## src/rtl/mlp_mac_sequencer.sv

```systemverilog
// Sequencer around a 4-lane int8 MAC chain: streams operand beats, closes the
// accumulation loop, then rounds, shifts, optionally ReLUs and saturates to int8.
module mlp_mac_sequencer #(
  parameter int WIDTH_SUM = 32,
  parameter int WIDTH_A   = 32,
  parameter int WIDTH_B   = 32,
  parameter int LEN_W     = 8
) (
  input  logic                 clk,
  input  logic                 rst,
  input  logic                 start,
  input  logic [LEN_W-1:0]     cfg_len,
  input  logic [4:0]           cfg_shift,
  input  logic                 cfg_relu,
  input  logic [WIDTH_SUM-1:0] bias,
  input  logic                 in_valid,
  output logic                 in_ready,
  input  logic [WIDTH_A-1:0]   in_a,
  input  logic [WIDTH_B-1:0]   in_b,
  output logic [WIDTH_SUM-1:0] mac_sum0,
  output logic [WIDTH_A-1:0]   mac_a,
  output logic [WIDTH_B-1:0]   mac_b,
  input  logic [WIDTH_SUM-1:0] mac_out,
  output logic                 res_valid,
  input  logic                 res_ready,
  output logic [7:0]           res_data,
  output logic                 busy
);

  typedef enum logic [1:0] {S_IDLE, S_ACC, S_POST, S_OUT} state_t;

  localparam logic [LEN_W-1:0]         CNT_ONE = 1;
  localparam logic signed [WIDTH_SUM:0] ONE_EXT = 1;
  localparam logic signed [WIDTH_SUM:0] SAT_MAX = 127;
  localparam logic signed [WIDTH_SUM:0] SAT_MIN = -128;

  state_t                      r_state;
  logic signed [WIDTH_SUM-1:0] r_acc;
  logic [LEN_W-1:0]            r_cnt;
  logic [4:0]                  r_shift;
  logic                        r_relu;
  logic                        r_in_ready;
  logic                        r_busy;
  logic                        r_res_valid;
  logic [7:0]                  r_res_data;

  logic signed [WIDTH_SUM:0]   w_acc_ext;
  logic signed [WIDTH_SUM:0]   w_rnd;
  logic signed [WIDTH_SUM:0]   w_t;
  logic signed [WIDTH_SUM:0]   w_shr;
  logic signed [WIDTH_SUM:0]   w_relu;
  logic [7:0]                  w_sat;

  assign mac_sum0  = r_acc;
  assign mac_a     = in_a;
  assign mac_b     = in_b;
  assign in_ready  = r_in_ready;
  assign busy      = r_busy;
  assign res_valid = r_res_valid;
  assign res_data  = r_res_data;

  // One extra bit keeps acc + rounding constant from overflowing before the shift.
  assign w_acc_ext = {r_acc[WIDTH_SUM-1], r_acc};
  assign w_rnd     = (r_shift == 5'd0) ? '0 : (ONE_EXT << (r_shift - 5'd1));
  assign w_t       = w_acc_ext + w_rnd;
  assign w_shr     = w_t >>> r_shift;
  assign w_relu    = (r_relu && w_shr[WIDTH_SUM]) ? '0 : w_shr;
  assign w_sat     = (w_relu > SAT_MAX) ? 8'h7F :
                     (w_relu < SAT_MIN) ? 8'h80 : w_relu[7:0];

  // NOTE: every register here is updated with <= so all next-state values are
  // computed from the same pre-edge snapshot, regardless of statement order.
  always_ff @(posedge clk or posedge rst) begin
    if (rst) begin
      // NOTE: reset clears every control and datapath register; there is no
      // memory array here, so nothing is left uninitialised after reset.
      r_state     <= S_IDLE;
      r_acc       <= '0;
      r_cnt       <= '0;
      r_shift     <= '0;
      r_relu      <= 1'b0;
      r_in_ready  <= 1'b0;
      r_busy      <= 1'b0;
      r_res_valid <= 1'b0;
      r_res_data  <= '0;
    end else begin
      case (r_state)
        S_IDLE: begin
          if (start) begin
            r_acc   <= bias;
            r_cnt   <= cfg_len;
            r_shift <= cfg_shift;
            r_relu  <= cfg_relu;
            r_busy  <= 1'b1;
            if (cfg_len != '0) begin
              r_state    <= S_ACC;
              r_in_ready <= 1'b1;
            end else begin
              r_state <= S_POST;
            end
          end
        end
        S_ACC: begin
          if (in_valid && r_in_ready) begin
            r_acc <= mac_out;
            r_cnt <= r_cnt - CNT_ONE;
            if (r_cnt == CNT_ONE) begin
              r_state    <= S_POST;
              r_in_ready <= 1'b0;
            end
          end
        end
        S_POST: begin
          r_res_data  <= w_sat;
          r_res_valid <= 1'b1;
          r_state     <= S_OUT;
        end
        S_OUT: begin
          if (res_ready) begin
            r_res_valid <= 1'b0;
            r_busy      <= 1'b0;
            r_state     <= S_IDLE;
          end
        end
        default: r_state <= S_IDLE;
      endcase
    end
  end

endmodule

```

## config.mk

```make
export PLATFORM = sky130hd
export DESIGN_NAME = mlp_mac_sequencer
export DESIGN_NICKNAME = d
export VERILOG_FILES = /design/src/rtl/mlp_mac_sequencer.sv
export SDC_FILE = /design/constraint.sdc
export NUM_CORES = 1
export LEC_CHECK = 0
export BUFFER_PORTS_ARGS = -buffer_cell sky130_fd_sc_hd__buf_2
export CELL_PAD_IN_SITES_DETAIL_PLACEMENT = 0
export CELL_PAD_IN_SITES_GLOBAL_PLACEMENT = 2
export CORE_MARGIN = 2
export CORE_UTILIZATION = 32
export DETAILED_ROUTE_END_ITERATION = 16
export GPL_ROUTABILITY_DRIVEN = 0
export HOLD_SLACK_MARGIN = 0.05
export MAX_ROUTING_LAYER = met4
export PLACE_DENSITY_LB_ADDON = 0.1
export SLEW_MARGIN = 40
export SYNTH_ARGS = -nofsm -noshare
export SYNTH_HDL_FRONTEND = slang
export SYNTH_SLANG_ARGS = --single-unit
export TNS_END_PERCENT = 20
```

## constraint.sdc

```tcl
create_clock -name clk -period 9.6 [get_ports clk]
set_input_delay 1.44 -clock clk [delete_from_list [all_inputs] [get_ports clk]]
set_output_delay 1.44 -clock clk [all_outputs]
set_load 0.01 [all_outputs]
```

**After elaboration in Yosys (flattened, before gate mapping)**

Cells that the tools add are included.

- Multiplexer cells: 25
- Eq/ne operators: 9
- $lt $le $gt $ge: 2
- Reductions and logical operators: 14
- Shift operators: 2
- Add/subtract/negate cells: 3

Operators by type and width:

| cell | number |
|---|---|
| two-way mux 33 bit | 2 |
| two-way mux 32 bit | 2 |
| one-hot mux 32 bit (2 select lines) | 1 |
| adder 32 x 33 -> 33 bit | 1 |
| > comparator 33 x 8 -> 1 bit, second input constant | 1 |
| < comparator 33 x 8 -> 1 bit, second input constant | 1 |
| left shift 1 x 5 -> 33 bit, first input constant | 1 |
| >>> shifter 33 x 5 -> 33 bit | 1 |
| two-way mux 8 bit | 4 |
| one-hot mux 8 bit (2 select lines) | 1 |
| two-way mux 2 bit | 5 |
| inequality test 2 bit, second input constant | 5 |
| equality test 8 x 1 -> 1 bit, second input constant | 1 |
| one-hot mux 2 bit (4 select lines) | 1 |
| nonzero test 8 bit | 1 |
| subtractor 8 x 1 -> 8 bit, second input constant | 1 |
| two-way mux 1 bit | 6 |
| one-hot mux 1 bit (2 select lines) | 3 |
| AND reduction 3 bit | 2 |
| nonzero test 2 bit | 3 |
| zero test 5 bit | 1 |
| AND reduction 5 bit | 1 |
| subtractor 5 x 1 -> 5 bit, second input constant | 1 |
| equality test 2 bit, second input constant | 2 |
| 5 further kinds | 7 |

- Input port bits: 147
- Output and inout port bits: 107
- Register bits: 59

**Depth between registers and ports, before layout**

Gate-level depths: netlist of run 1.

- Word-level depth: 10
- Depth in mapped cells: 23
- Gate-level depth less buffers: 19

**Least setup slack after synthesis of run 1**

Ideal clock, no wire load.

- Kind: register to register
- From: register r_shift[3]
- To: register r_res_data[2], in the netlist res_data[2]
- Library setup time: 0.149 ns
- Path slack: 3.747 ns
- Data arrival time: 5.704 ns
- Path buffers: 6
- Cell stages (with the launch flop): 23
- Required time: 9.451 ns
- Cells stage by stage: dfrtp_1 -> clkbuf_1 -> clkbuf_1 -> clkbuf_1 -> clkbuf_1 -> clkbuf_1 -> nand3_1 -> nor2_1 -> ha_1 -> buf_6 -> a211oi_2 -> o21bai_1 -> or2_0 -> or2_1 -> or3_1 -> nand3_2 -> o22ai_2 -> a2111oi_4 -> o31ai_1 -> a2111oi_0 -> or4b_4 -> o31ai_4 -> o221ai_1

- Word-level cells in the longest chain between the ends: 10
- Elaborated cells on any way between the ends: 12
- Those cells by class: add/sub (2); order compare (2); shift (2); mux (4); reduce/logical (2)

Ends and longest elaborated chain:

| what | RTL line | source |
|---|---|---|
| from (decl) | 40 | `logic [4:0] r_shift;` |
| from (signal assigned) | 92 | `r_shift <= cfg_shift;` |
| subtractor 5 x 1 -> 5 bit | 64 | `assign w_rnd = (r_shift == 5'd0) ? '0 : (ONE_EXT << (r_shift - 5'd1));` |
| left shift 1 x 5 -> 33 bit | 64 |  |
| two-way mux 33 bit | 64 |  |
| adder 32 x 33 -> 33 bit | 65 | `assign w_t = w_acc_ext + w_rnd;` |
| >>> shifter 33 x 5 -> 33 bit (*) | 66 | `assign w_shr = w_t >>> r_shift;` |
| logical AND 1 bit | 67 | `assign w_relu = (r_relu && w_shr[WIDTH_SUM]) ? '0 : w_shr;` |
| two-way mux 33 bit (*) | 67 |  |
| < comparator 33 x 8 -> 1 bit | 69 | `(w_relu < SAT_MIN) ? 8'h80 : w_relu[7:0];` |
| two-way mux 8 bit | 69 |  |
| two-way mux 8 bit (*) | 68 | `assign w_sat = (w_relu > SAT_MAX) ? 8'h7F :` |
| to (signal assigned) | 114 | `r_res_data <= w_sat;` |
| to (decl) | 45 | `logic [7:0] r_res_data;` |

Mark *: on every way between the ends. The rest lies on a longest branch, timed or not.
A chain may end at the register's enable or synchronous reset.

**Final worst setup path of run 1**

- From: register r_shift[1]
- To: register r_res_data[6], in the netlist res_data[6]

The elaborated chain is that of the path after synthesis.

==> key figures, run 1 <==
Min path
  • Endpoint, Worst Hold: res_data[7]$_DFFE_PP0P_
  • Type of the most critical hold path: reg2reg
  • Hold wc startpoint: res_data[7]$_DFFE_PP0P_
  • Cell depth of the worst min-delay path: 2

Power
  • Total power divided by cell area: between 400 and 500 nW/um^2
  • Maximum vdd ir drop: 0.129 mV
  • Cell leakage power: 3.92 nW

Timing
  • Final worst clock skew: 0.0105 ns
  • Fmax achieved: 0.144 GHz
  • Number of hold-slack violations in the final timing report: 0
  • Max-slew violations: 0
  • Unrepaired setup endpoints after global routing: false
  • Min cycle time layout: approximately 6.9 ns
  • Setup TNS: 0 ns
  • Least-Margin Pin Slew: roughly 0.82 ns
  • Worst slew margin relative to its limit: 44.9%
  • Setup violation total in the final timing report: 0
  • Share of the clock period used by the worst path: 72.3%

Route
  • Routed vias: 9732
  • Wirelength, routed: around 36000 um
  • Routed length per instance: 22.2 um
  • DRC violation count after routing: 0
  • Via density: 5.95
  • Detailed Routing Iterations Pass 1: 5
  • Number of DRC markers after the initial detailed-route iteration: ~900
  • Post-DRT Antenna Nets: 0

Critical path
  • Endpoint of the worst register-to-register path: res_data[6]$_DFFE_PP0P_
  • Data arrival time at the worst-slack endpoint: 7.13 ns
  • Startpoint of the lowest-slack register-to-register path: r_shift[1]$_DFFE_PP0P_
  • Crit path launch type: register
  • Flop-to-flop setup slack: 2.66 ns
  • Data required time of the worst path: 9.79 ns
  • Cells on worst reg2reg path: 18
  • Worst Path Class, Setup: reg2reg
  • Setup crit end kind: register
  • Crit path max fanout: 45
  • Critical Path Start: r_shift[1]$_DFFE_PP0P_

Logic synthesis
  • EDFF count, synth: 0
  • Xor and xnor area share after synthesis: 1.26%
  • Simple-Gate Fraction of Synth Area: between 20 and 25%
  • Number of instances in the synthesized netlist: 1239
  • Synthesized Nets: 1426
  • Primary flip-flop cell chosen by synthesis mapping: dfrtp_1
  • Warning count from the yosys run: 0
  • Multiplexer fraction of the synthesized cell area: 8.94%
  • Post-synthesis compound-gate area fraction: roughly 33%
  • Synth async-reset ratio: 100%
  • Share of synthesized cell area in full adder, half adder and majority cells: 5.63%
  • Summed instance area of the synthesized netlist: 9030 um^2
  • Mean Syn Cell Area: 7.29 um^2
  • Number of library cell types mapped by synthesis: 108
  • Flip-flop and latch count after synthesis: 59
  • Fraction of the yosys area taken by sequential cells: about 16%
  • Dominant combinational cell family by area after synthesis: compound AO/OA/AOI/OAI gates

Finish
  • Fraction of final layout cells sized beyond drive strength 1: a little under a fifth
  • N_diodes: 0
  • Fillers: 3051
  • Leading cell types in the layout, fill and taps excluded: nor2_1, buf_2, a21oi_1
  • Nets: 1440
  • Utilization of the core after routing: 35.2%
  • Most common cell after layout, fill and taps aside: nor2_1
  • Layout overhead on the synthesized area: 8.37%

Floorplanning
  • Initial cell density of the core: around a third
  • Die Footprint: 29600 um^2
  • Row count: 61
  • Die extent in x: 172 um
  • Ports placed on the boundary: approximately 250
  • Vertical die dimension: 172 um
  • Area of the core region: 27800 um^2

Clock tree
  • Number of clock sinks: 59
  • Bufs on Longest Clock Path: 2
  • # hold bufs at CTS: 0
  • TritonCTS Buffers: 9
  • Buffers inserted by post-CTS timing repair: 0
  • Number of resized instances in the post-cts repair step: 0
  • TritonCTS clock tree: yes
  • H-tree levels: 3
  • Clock edge transition at the registers on the reported setup and hold paths: around 0.06 ns
  • Insertion delay to the later sink of the worst-skew pair: 0.34 ns
  • Clk Tree Root Cell: clkbuf_16

GRT
  • Via count of the first global-routing pass: 9152
  • Total gr overflow: 0
  • Pin count of the biggest net entering global routing: 81
  • Overall Global Routing Usage: 25.4%
  • Number of antenna violations at the first check in global routing: 0
  • First-pass GRT wire length: approximately 56000 um

Placed design
  • # port buffers: 125
  • Hpwl dp: 28200 um

Flow run
  • Max-capacitance violation count: 0

Run status
  • Outcome: completed
## routing by layer
metal  part of all wire [%]  track usage (%)  vias up
met5                      0                -        -
met4                    2.2             6.91        0
met3                    5.1             2.72       56
met2                     44             38.4      376
met1                     48             36.1     4687
li1                       -                -     4613
## where the power goes
group | leakage, nW | switching (mW) | internal [mW]
sequential | 0.661 | 0.150 | 0.379
combinational | 3.11 | 2.46 | 1.25
clock | 0.145 | 0.126 | 0.215
## per-stage QoR
stage | instances | power (mW) | hold WS, ns | setup WS (ns) | area, um^2
floorplan | 1239 | 3.09 | 0.502 | 3.75 | 9030
global route | 1636 | 4.94 | 0.554 | 2.27 | 9780
detailed placement | 1620 | 4.17 | 0.525 | 2.90 | 9470
CTS | 1636 | 4.54 | 0.536 | 2.87 | 9770
finish | 1636 | 4.58 | 0.530 | 2.66 | 9780
global placement | 1620 | 4.21 | 0.501 | 2.81 | 9460
## critical path: stages, from the launching register on
cell and delay [ns]:
dfrtp_1 0.32, buf_4 0.40, clkinv_1 0.20, buf_4 0.29, nand2_1 0.46, nor2_1 0.11, ha_1 0.56, nand4_1 0.30
nor3_1 0.64, o2111ai_2 0.37, a21oi_2 0.34, or2_1 0.46, o22ai_2 0.22, a2111oi_4 0.41, o31ai_1 0.12, a2111oi_0 0.41
or4b_4 0.53, o31ai_4 0.42, o221ai_1 0.18
## logic make-up after synthesis
logic type / count (synthesis)
simple gates: 456
compound gates: 422
fa+ha+maj: 40
buf+inv: 173
mux: 75
flops: 59
xor+xnor: 13
other cells: 1
## worst max-delay path by stage
| stage | end | slack (ns) | depth (start not counted) |
|---|---|---|---|
| after CTS | res_data[6]$_DFFE_PP0P_ | 2.87 | 18 |
| after detailed placement | res_data[6]$_DFFE_PP0P_ | 2.90 | 18 |
| after floorplan | res_data[2]$_DFFE_PP0P_ | 3.75 | 22 |
| after global routing | res_data[6]$_DFFE_PP0P_ | 2.27 | 18 |
| final | res_data[6]$_DFFE_PP0P_ | 2.66 | 18 |
| after global placement | res_data[2]$_DFFE_PP0P_ | 2.81 | 18 |
## final cells by class
type                       count  area (um^2)  area share (%)
multi-input combinational   1007         6640            67.8
clock buffer                  12          256            2.62
tap                          378          473            4.83
timing repair buffer         143          764            7.81
sequential                    59         1480            15.1
clock inverter                 4         50.0           0.512
inverter                      33          124            1.27
## Yosys cell counts (all sizes together), types with 9 or more instances
master / instances / share of area, %
o21ai: 82 / 4.7
nor2b: 9 / 0.62
a211oi: 29 / 2.5
or3: 12 / 0.89
nor2: 158 / 6.7
and2: 12 / 0.86
nor3: 44 / 2.5
a31oi: 23 / 1.7
a21oi: 124 / 7.6
o211ai: 10 / 0.89
inv: 32 / 1.3
nand2: 104 / 4.4
nor4: 14 / 1.0
or2: 11 / 0.76
a21o: 17 / 1.4
nand3: 35 / 2.0
buf: 95 / 7.2
mux2i: 57 / 6.3
mux2: 15 / 1.9
nand4: 20 / 1.5
ha: 39 / 5.4
o31ai: 12 / 1.2
clkbuf: 45 / 1.9
dfrtp: 59 / 16
## state kept, by name, summed over array words and instances, names as in the netlist
| name | cells |
|---|---|
| in_ready | 1 |
| r_shift | 5 |
| mac_sum0 | 32 |
| busy | 1 |
| r_relu | 1 |
| res_valid | 1 |
| res_data | 8 |
| r_cnt | 8 |
| r_state | 2 |
(Power assumes the default switching activity.)
==> run 2, diff against run 1 <==
--- a/config.mk
+++ b/config.mk
@@ -9,7 +9,7 @@
 export CELL_PAD_IN_SITES_DETAIL_PLACEMENT = 0
 export CELL_PAD_IN_SITES_GLOBAL_PLACEMENT = 2
 export CORE_MARGIN = 2
-export CORE_UTILIZATION = 32
+export CORE_UTILIZATION = 30
 export DETAILED_ROUTE_END_ITERATION = 16
 export GPL_ROUTABILITY_DRIVEN = 0
 export HOLD_SLACK_MARGIN = 0.05
==> constraint.sdc (replaced) <==
create_clock -name clk -period 6.68 [get_ports clk]
set_input_delay 1.002 -clock clk [delete_from_list [all_inputs] [get_ports clk]]
set_output_delay 1.002 -clock clk [all_outputs]
set_load 0.01 [all_outputs]
==> key figures, run 2 (synthesis gave the netlist of run 1 again) <==
Finish
  • Final cell area excluding filler cells: 9920 um^2 (was 9780 um^2)
  • Final std cells w/o fill: 1667 (was 1636)
  • Utilization of the core after routing: 33.5% (was 35.2%)
  • Layout overhead on the synthesized area: 9.92% (was 8.37%)
  • Number of flip-flops under the largest register name: 32 (unchanged)
  • Leading cell types in the layout, fill and taps excluded: nor2_1, buf_2, a21oi_1 (unchanged)
  • Fraction of final layout cells sized beyond drive strength 1: 20.0% (was 18.9%)
  • Most common cell after layout, fill and taps aside: nor2_1 (unchanged)
  • N_diodes: 0 (unchanged)
  • Nets: 1459 (was 1440)

Floorplanning
  • Die extent in x: 177 um (was 172 um)
  • Row count: 63 (was 61)
  • Area of the core region: 29600 um^2 (was 27800 um^2)
  • Initial cell density of the core: 30.5% (was 32.5%)
  • Ports placed on the boundary: 254 (unchanged)
  • Vertical die dimension: 177 um (was 172 um)
  • Die Footprint: 31500 um^2 (was 29600 um^2)

Timing
  • Share of the clock period used by the worst path: 92.7% (was 72.3%)
  • Unrepaired setup endpoints after global routing: false (unchanged)
  • Min Hold Slack: 0.521 ns (was 0.530 ns)
  • Max-slew violations: 0 (unchanged)
  • Min cycle time layout: 6.19 ns (was 6.94 ns)
  • Number of hold-slack violations in the final timing report: 0 (unchanged)
  • Setup TNS: 0 ns (unchanged)
  • Setup violation total in the final timing report: 0 (unchanged)
  • Least-Margin Pin Slew: 0.853 ns (was 0.820 ns)
  • Final worst clock skew: 0.0100 ns (was 0.0105 ns)
  • Worst slew margin relative to its limit: 42.6% (was 44.9%)
  • Fmax achieved: 0.161 GHz (was 0.144 GHz)

GRT
  • Pin count of the biggest net entering global routing: 79 (was 81)
  • First-pass GRT wire length: 56900 um (was 56000 um)
  • Number of antenna violations at the first check in global routing: 0 (unchanged)
  • Overall Global Routing Usage: 24.1% (was 25.4%)
  • Total gr overflow: 0 (unchanged)
  • Via count of the first global-routing pass: 9503 (was 9152)

Placed design
  • Hpwl dp: 28600 um (was 28200 um)
  • Placed cells: 1651 (was 1620)
  • Post-place instance area: 9620 um^2 (was 9470 um^2)
  • # port buffers: 125 (unchanged)

Critical path
  • Max stage delay cell, worst path: nor2_1 (was nor3_1)
  • Ordered list of cells on the worst path: clkinv_1 > buf_4 > nor2_1 > nand2_1 > fa_1 > nand2b_1 > a21oi_4 > o2111ai_2 > a21oi_2 > mux2_2 > nor4b_4 > a311oi_1 > a31oi_1 > o31ai_1 > a2111oi_0 > or4b_4 > o31ai_4 > o221ai_1 (was buf_4 > clkinv_1 > buf_4 > nand2_1 > nor2_1 > ha_1 > nand4_1 > nor3_1 > o2111ai_2 > a21oi_2 > or2_1 > o22ai_2 > a2111oi_4 > o31ai_1 > a2111oi_0 > or4b_4 > o31ai_4 > o221ai_1)
  • Data arrival time at the worst-slack endpoint: 6.39 ns (was 7.13 ns)
  • Setup crit end kind: register (unchanged)
  • Data required time of the worst path: 6.88 ns (was 9.79 ns)
  • Crit path max fanout: 11 (was 45)
  • Worst Path Class, Setup: reg2reg (unchanged)
  • Delay of the slowest critical-path stage: 0.56 ns (was 0.64 ns)
  • Crit path launch type: register (unchanged)

Clock tree
  • Clock edge transition at the registers on the reported setup and hold paths: 0.06 ns (about the same)
  • Number of clock sinks: 59 (unchanged)
  • H-tree levels: 3 (unchanged)
  • Insertion delay to the later sink of the worst-skew pair: 0.35 ns (was 0.34 ns)
  • TritonCTS clock tree: yes (unchanged)
  • Bufs on Longest Clock Path: 2 (unchanged)
  • Clk Tree Root Cell: clkbuf_16 (unchanged)
  • Buffers inserted by post-CTS timing repair: 0 (unchanged)
  • TritonCTS Buffers: 9 (unchanged)

Route
  • DRC violation count after routing: 0 (unchanged)
  • Routed vias: 9729 (was 9732)
  • Post-DRT Antenna Nets: 0 (unchanged)
  • Via density: 5.84 (was 5.95)
  • Routed length per instance: 22.0 um (was 22.2 um)
  • Detailed Routing Iterations Pass 1: 6 (was 5)
  • Wirelength, routed: 36700 um (was 36200 um)
  • Number of DRC markers after the initial detailed-route iteration: 811 (was 893)

Min path
  • Type of the most critical hold path: reg2reg (unchanged)

Power
  • Total power divided by cell area: 672 nW/um^2 (was 469 nW/um^2)
  • Maximum vdd ir drop: 0.179 mV (was 0.129 mV)
  • Cell leakage power: 4.00 nW (was 3.92 nW)

Run status
  • Outcome: completed (unchanged)

Flow run
  • Max-capacitance violation count: 0 (unchanged)
==> run 2: what timing repair did <==
action	4_1_cts	5_1_grt
gates resized for setup	0	2
hold buffers	0	0
setup endpoints to repair	0	8
==> run 2: report_power, final <==
group	switching (mW)	total [mW]	internal, mW
logic	3.53	5.42	1.88
registers	0.215	0.759	0.544
clock network	0.203	0.493	0.290
==> run 2: worst max-delay path, delay by kind of cell (launching register included) <==
| kind | cells | cell delay (ns) |
|---|---|---|
| AO/OA/AOI/OAI | 9 | 2.51 |
| AND/OR/NAND/NOR | 5 | 2.03 |
| adder cells (fa/ha/maj) | 1 | 0.48 |
| multiplexers | 1 | 0.39 |
| flip-flops | 1 | 0.35 |
| buffers and inverters | 2 | 0.26 |
==> run 2: path summary, 6_finish.rpt <==
kind	from	to	slack, ns	cells after the start
min in group asynchronous	rst	r_relu$_DFFE_PP0P_	0.77	3
max in group asynchronous	rst	mac_sum0[28]$_DFFE_PP0P_	5.47	3
worst max-delay path	r_shift[1]$_DFFE_PP0P_	res_data[6]$_DFFE_PP0P_	0.49	18
worst max register to register	r_shift[1]$_DFFE_PP0P_	res_data[6]$_DFFE_PP0P_	0.49	18
worst min register to register	res_valid$_DFFE_PP0P_	res_valid$_DFFE_PP0P_	0.52	2
worst min-delay path	res_valid$_DFFE_PP0P_	res_valid$_DFFE_PP0P_	0.52	2
==> run 2: per-layer routing <==
metal | vias to the layer above | part of all wire, % | global-route usage (%) | wire length, um
li1 | 4669 | - | - | -
met1 | 4647 | 47 | 33.1 | 17100
met2 | 343 | 45 | 36.7 | 16300
met3 | 70 | 5.9 | 2.93 | 2180
met4 | 0 | 2.9 | 7.75 | 1050
met5 | - | 0 | - | 0
==> run 2: metrics by stage <==
step	power, mW	worst slack (ns)
2_1_floorplan	4.44	0.827
6_report	6.67	0.487
3_3_place_gp	6.17	0.406
5_1_grt	7.23	0.0323
4_1_cts	6.62	0.398
3_5_place_dp	6.09	0.460
==> run 2: area by class of cell <==
cell class,count,area [um^2]
clock buffers,10,229
clock inverters,6,65.1
fillers,3313,19700
inverters,33,125
multi-input cells,1007,6630
flip-flops and latches,59,1480
well taps,390,488
repair buffers,162,907
==> run 3, diff against run 2 <==
--- a/config.mk
+++ b/config.mk
@@ -14,7 +14,7 @@
 export GPL_ROUTABILITY_DRIVEN = 0
 export HOLD_SLACK_MARGIN = 0.05
 export MAX_ROUTING_LAYER = met4
-export PLACE_DENSITY_LB_ADDON = 0.1
+export PLACE_DENSITY_LB_ADDON = 0.12
 export SLEW_MARGIN = 40
 export SYNTH_ARGS = -nofsm -noshare
 export SYNTH_HDL_FRONTEND = slang
==> key figures, run 3 (synthesis gave the netlist of run 1 again) <==
Run status
  • Outcome: completed (unchanged)

GRT
  • Number of antenna violations at the first check in global routing: 0 (unchanged)
  • Overall Global Routing Usage: 24.0% (was 24.1%)
  • First-pass GRT wire length: 56600 um (was 56900 um)
  • Via count of the first global-routing pass: 9533 (was 9503)
  • Total gr overflow: 0 (unchanged)
  • Pin count of the biggest net entering global routing: 81 (was 79)

Route
  • Routed length per instance: 22.0 um (about the same)
  • DRC violation count after routing: 0 (unchanged)
  • Wirelength, routed: 36600 um (was 36700 um)
  • Detailed Routing Iterations Pass 1: 5 (was 6)
  • Number of DRC markers after the initial detailed-route iteration: 706 (was 811)
  • Post-DRT Antenna Nets: 0 (unchanged)
  • Via density: 5.82 (was 5.84)
  • Routed vias: 9695 (was 9729)

Min path
  • Cell depth of the worst min-delay path: 2 (unchanged)
  • Type of the most critical hold path: reg2reg (unchanged)

Placed design
  • # port buffers: 125 (unchanged)
  • Hpwl dp: 28800 um (was 28600 um)
  • Worst Setup Slack post-DPL: 0.525 ns (was 0.460 ns)

Timing
  • Worst slew margin relative to its limit: 46.6% (was 42.6%)
  • Setup TNS: 0 ns (unchanged)
  • Setup violation total in the final timing report: 0 (unchanged)
  • Unrepaired setup endpoints after global routing: false (unchanged)
  • Final worst clock skew: 0.00626 ns (was 0.0100 ns)
  • Least-Margin Pin Slew: 0.798 ns (was 0.853 ns)
  • Number of hold-slack violations in the final timing report: 0 (unchanged)
  • Fmax achieved: 0.161 GHz (about the same)
  • Min Hold Slack: 0.532 ns (was 0.521 ns)
  • Min cycle time layout: 6.22 ns (was 6.19 ns)
  • Setup WS post-layout: 0.465 ns (was 0.487 ns)
  • Share of the clock period used by the worst path: 93.0% (was 92.7%)
  • Max-slew violations: 0 (unchanged)

Floorplanning
  • Die Footprint: 31500 um^2 (unchanged)
  • Die extent in x: 177 um (unchanged)
  • Initial cell density of the core: 30.5% (unchanged)
  • Area of the core region: 29600 um^2 (unchanged)
  • Row count: 63 (unchanged)
  • Vertical die dimension: 177 um (unchanged)
  • Ports placed on the boundary: 254 (unchanged)

Finish
  • Layout overhead on the synthesized area: 9.95% (was 9.92%)
  • N_diodes: 0 (unchanged)
  • Number of flip-flops under the largest register name: 32 (unchanged)
  • Leading cell types in the layout, fill and taps excluded: nor2_1, buf_2, a21oi_1 (unchanged)
  • Multi-input combinational cell area: 6630 um^2 (unchanged)
  • Most common cell after layout, fill and taps aside: nor2_1 (unchanged)
  • Fillers: 3316 (was 3313)
  • Fraction of final layout cells sized beyond drive strength 1: 20.0% (unchanged)
  • FF/Latch Area: 1480 um^2 (about the same)
  • Utilization of the core after routing: 33.5% (about the same)
  • Nets: 1460 (was 1459)

Critical path
  • Flop-to-flop setup slack: 0.46 ns (was 0.49 ns)
  • Ordered list of cells on the worst path: nor2_1 > nand2_1 > nor2_1 > ha_1 > o21ai_0 > nor2_1 > a311oi_1 > a31oi_1 > xor2_1 > a2111oi_0 > o311ai_1 > o2111ai_2 > o21ai_1 > a2111oi_0 > or4b_4 > o31ai_4 > o221ai_1 (was clkinv_1 > buf_4 > nor2_1 > nand2_1 > fa_1 > nand2b_1 > a21oi_4 > o2111ai_2 > a21oi_2 > mux2_2 > nor4b_4 > a311oi_1 > a31oi_1 > o31ai_1 > a2111oi_0 > or4b_4 > o31ai_4 > o221ai_1)
  • Setup crit end kind: register (unchanged)
  • Crit path max fanout: 28 (was 11)
  • Logic depth of the worst setup path including buffers: 17 (was 18)
  • Cells on worst reg2reg path: 17 (was 18)
  • Delay of the slowest critical-path stage: 0.62 ns (was 0.56 ns)
  • Data arrival time at the worst-slack endpoint: 6.42 ns (was 6.39 ns)
  • Family with the most delay on the worst path: compound AO/OA/AOI/OAI gates (unchanged)
  • Worst Path Class, Setup: reg2reg (unchanged)
  • Buffering stage count on the worst path with inverters included: 0 (was 2)
  • Max stage delay cell, worst path: dfrtp_2 (was nor2_1)
  • Crit path launch type: register (unchanged)
  • Data required time of the worst path: 6.88 ns (about the same)
  • Critical Path Most Common Cell: nor2_1

Power
  • Total power divided by cell area: 673 nW/um^2 (was 672 nW/um^2)
  • Pwr Total: 6.68 mW (was 6.67 mW)
  • Maximum vdd ir drop: 0.365 mV (was 0.179 mV)
  • Cell leakage power: 4.00 nW (about the same)

Clock tree
  • Buffers inserted by post-CTS timing repair: 0 (unchanged)
  • Clock edge transition at the registers on the reported setup and hold paths: 0.06 ns (about the same)
  • Bufs on Longest Clock Path: 2 (unchanged)
  • # hold bufs at CTS: 0 (unchanged)
  • TritonCTS clock tree: yes (unchanged)
  • Number of resized instances in the post-cts repair step: 0 (unchanged)
  • Insertion delay to the later sink of the worst-skew pair: 0.35 ns (about the same)
  • TritonCTS Buffers: 9 (unchanged)
  • H-tree levels: 3 (unchanged)
  • Clk Tree Root Cell: clkbuf_16 (unchanged)
  • Number of clock sinks: 59 (unchanged)

Flow run
  • Max-capacitance violation count: 0 (unchanged)
-- run 3: worst reg2reg max path, stage by stage (launching register included) --
cell       delay (ns)
dfrtp_2          0.62
nor2_1           0.29
nand2_1          0.28
nor2_1           0.45
ha_1             0.48
o21ai_0          0.42
nor2_1           0.07
a311oi_1         0.53
a31oi_1          0.11
xor2_1           0.21
a2111oi_0        0.60
o311ai_1         0.25
o2111ai_2        0.16
o21ai_1          0.11
a2111oi_0        0.35
or4b_4           0.52
o31ai_4          0.42
o221ai_1         0.18
-- run 3: final timing paths --
path,start,end
worst max-delay path,r_shift[3]$_DFFE_PP0P_,res_data[6]$_DFFE_PP0P_
worst min-delay path,res_data[7]$_DFFE_PP0P_,res_data[7]$_DFFE_PP0P_
worst max register to register,r_shift[3]$_DFFE_PP0P_,res_data[6]$_DFFE_PP0P_
worst min register to register,res_data[7]$_DFFE_PP0P_,res_data[7]$_DFFE_PP0P_
max in group asynchronous,rst,mac_sum0[29]$_DFFE_PP0P_
min in group asynchronous,rst,r_shift[1]$_DFFE_PP0P_
-- run 3: routing by layer --
metal  up-vias  wire length (um)  track usage, %
li1       4669                 -               -
met1      4644             17000            31.7
met2       321             16700            37.8
met3        61              1900            3.08
met4         0              1010            8.09
met5         -                 0               -
-- run 3: area by class of cell --
| type | instances | area share (%) |
|---|---|---|
| inverters | 33 | 1.25 |
| multi-input cells | 1007 | 66.8 |
| clock inverters | 6 | 0.668 |
| clock buffers | 9 | 2.27 |
| well taps | 390 | 4.92 |
| repair buffers | 163 | 9.21 |
| flip-flops and latches | 59 | 14.9 |
-- run 3: report_power, final --
part	switching, mW	internal, mW	total, mW
Combinational	3.56	1.90	5.46
Sequential	0.189	0.544	0.733
Clock	0.199	0.287	0.486
Total	3.95	2.73	6.68
-- run 3: metrics by stage --
step / area (um^2) / std cells
global placement: 9620 / 1652
CTS: 9920 / 1667
floorplan: 9030 / 1239
finish: 9930 / 1667
global route: 9930 / 1667
detailed placement: 9630 / 1652
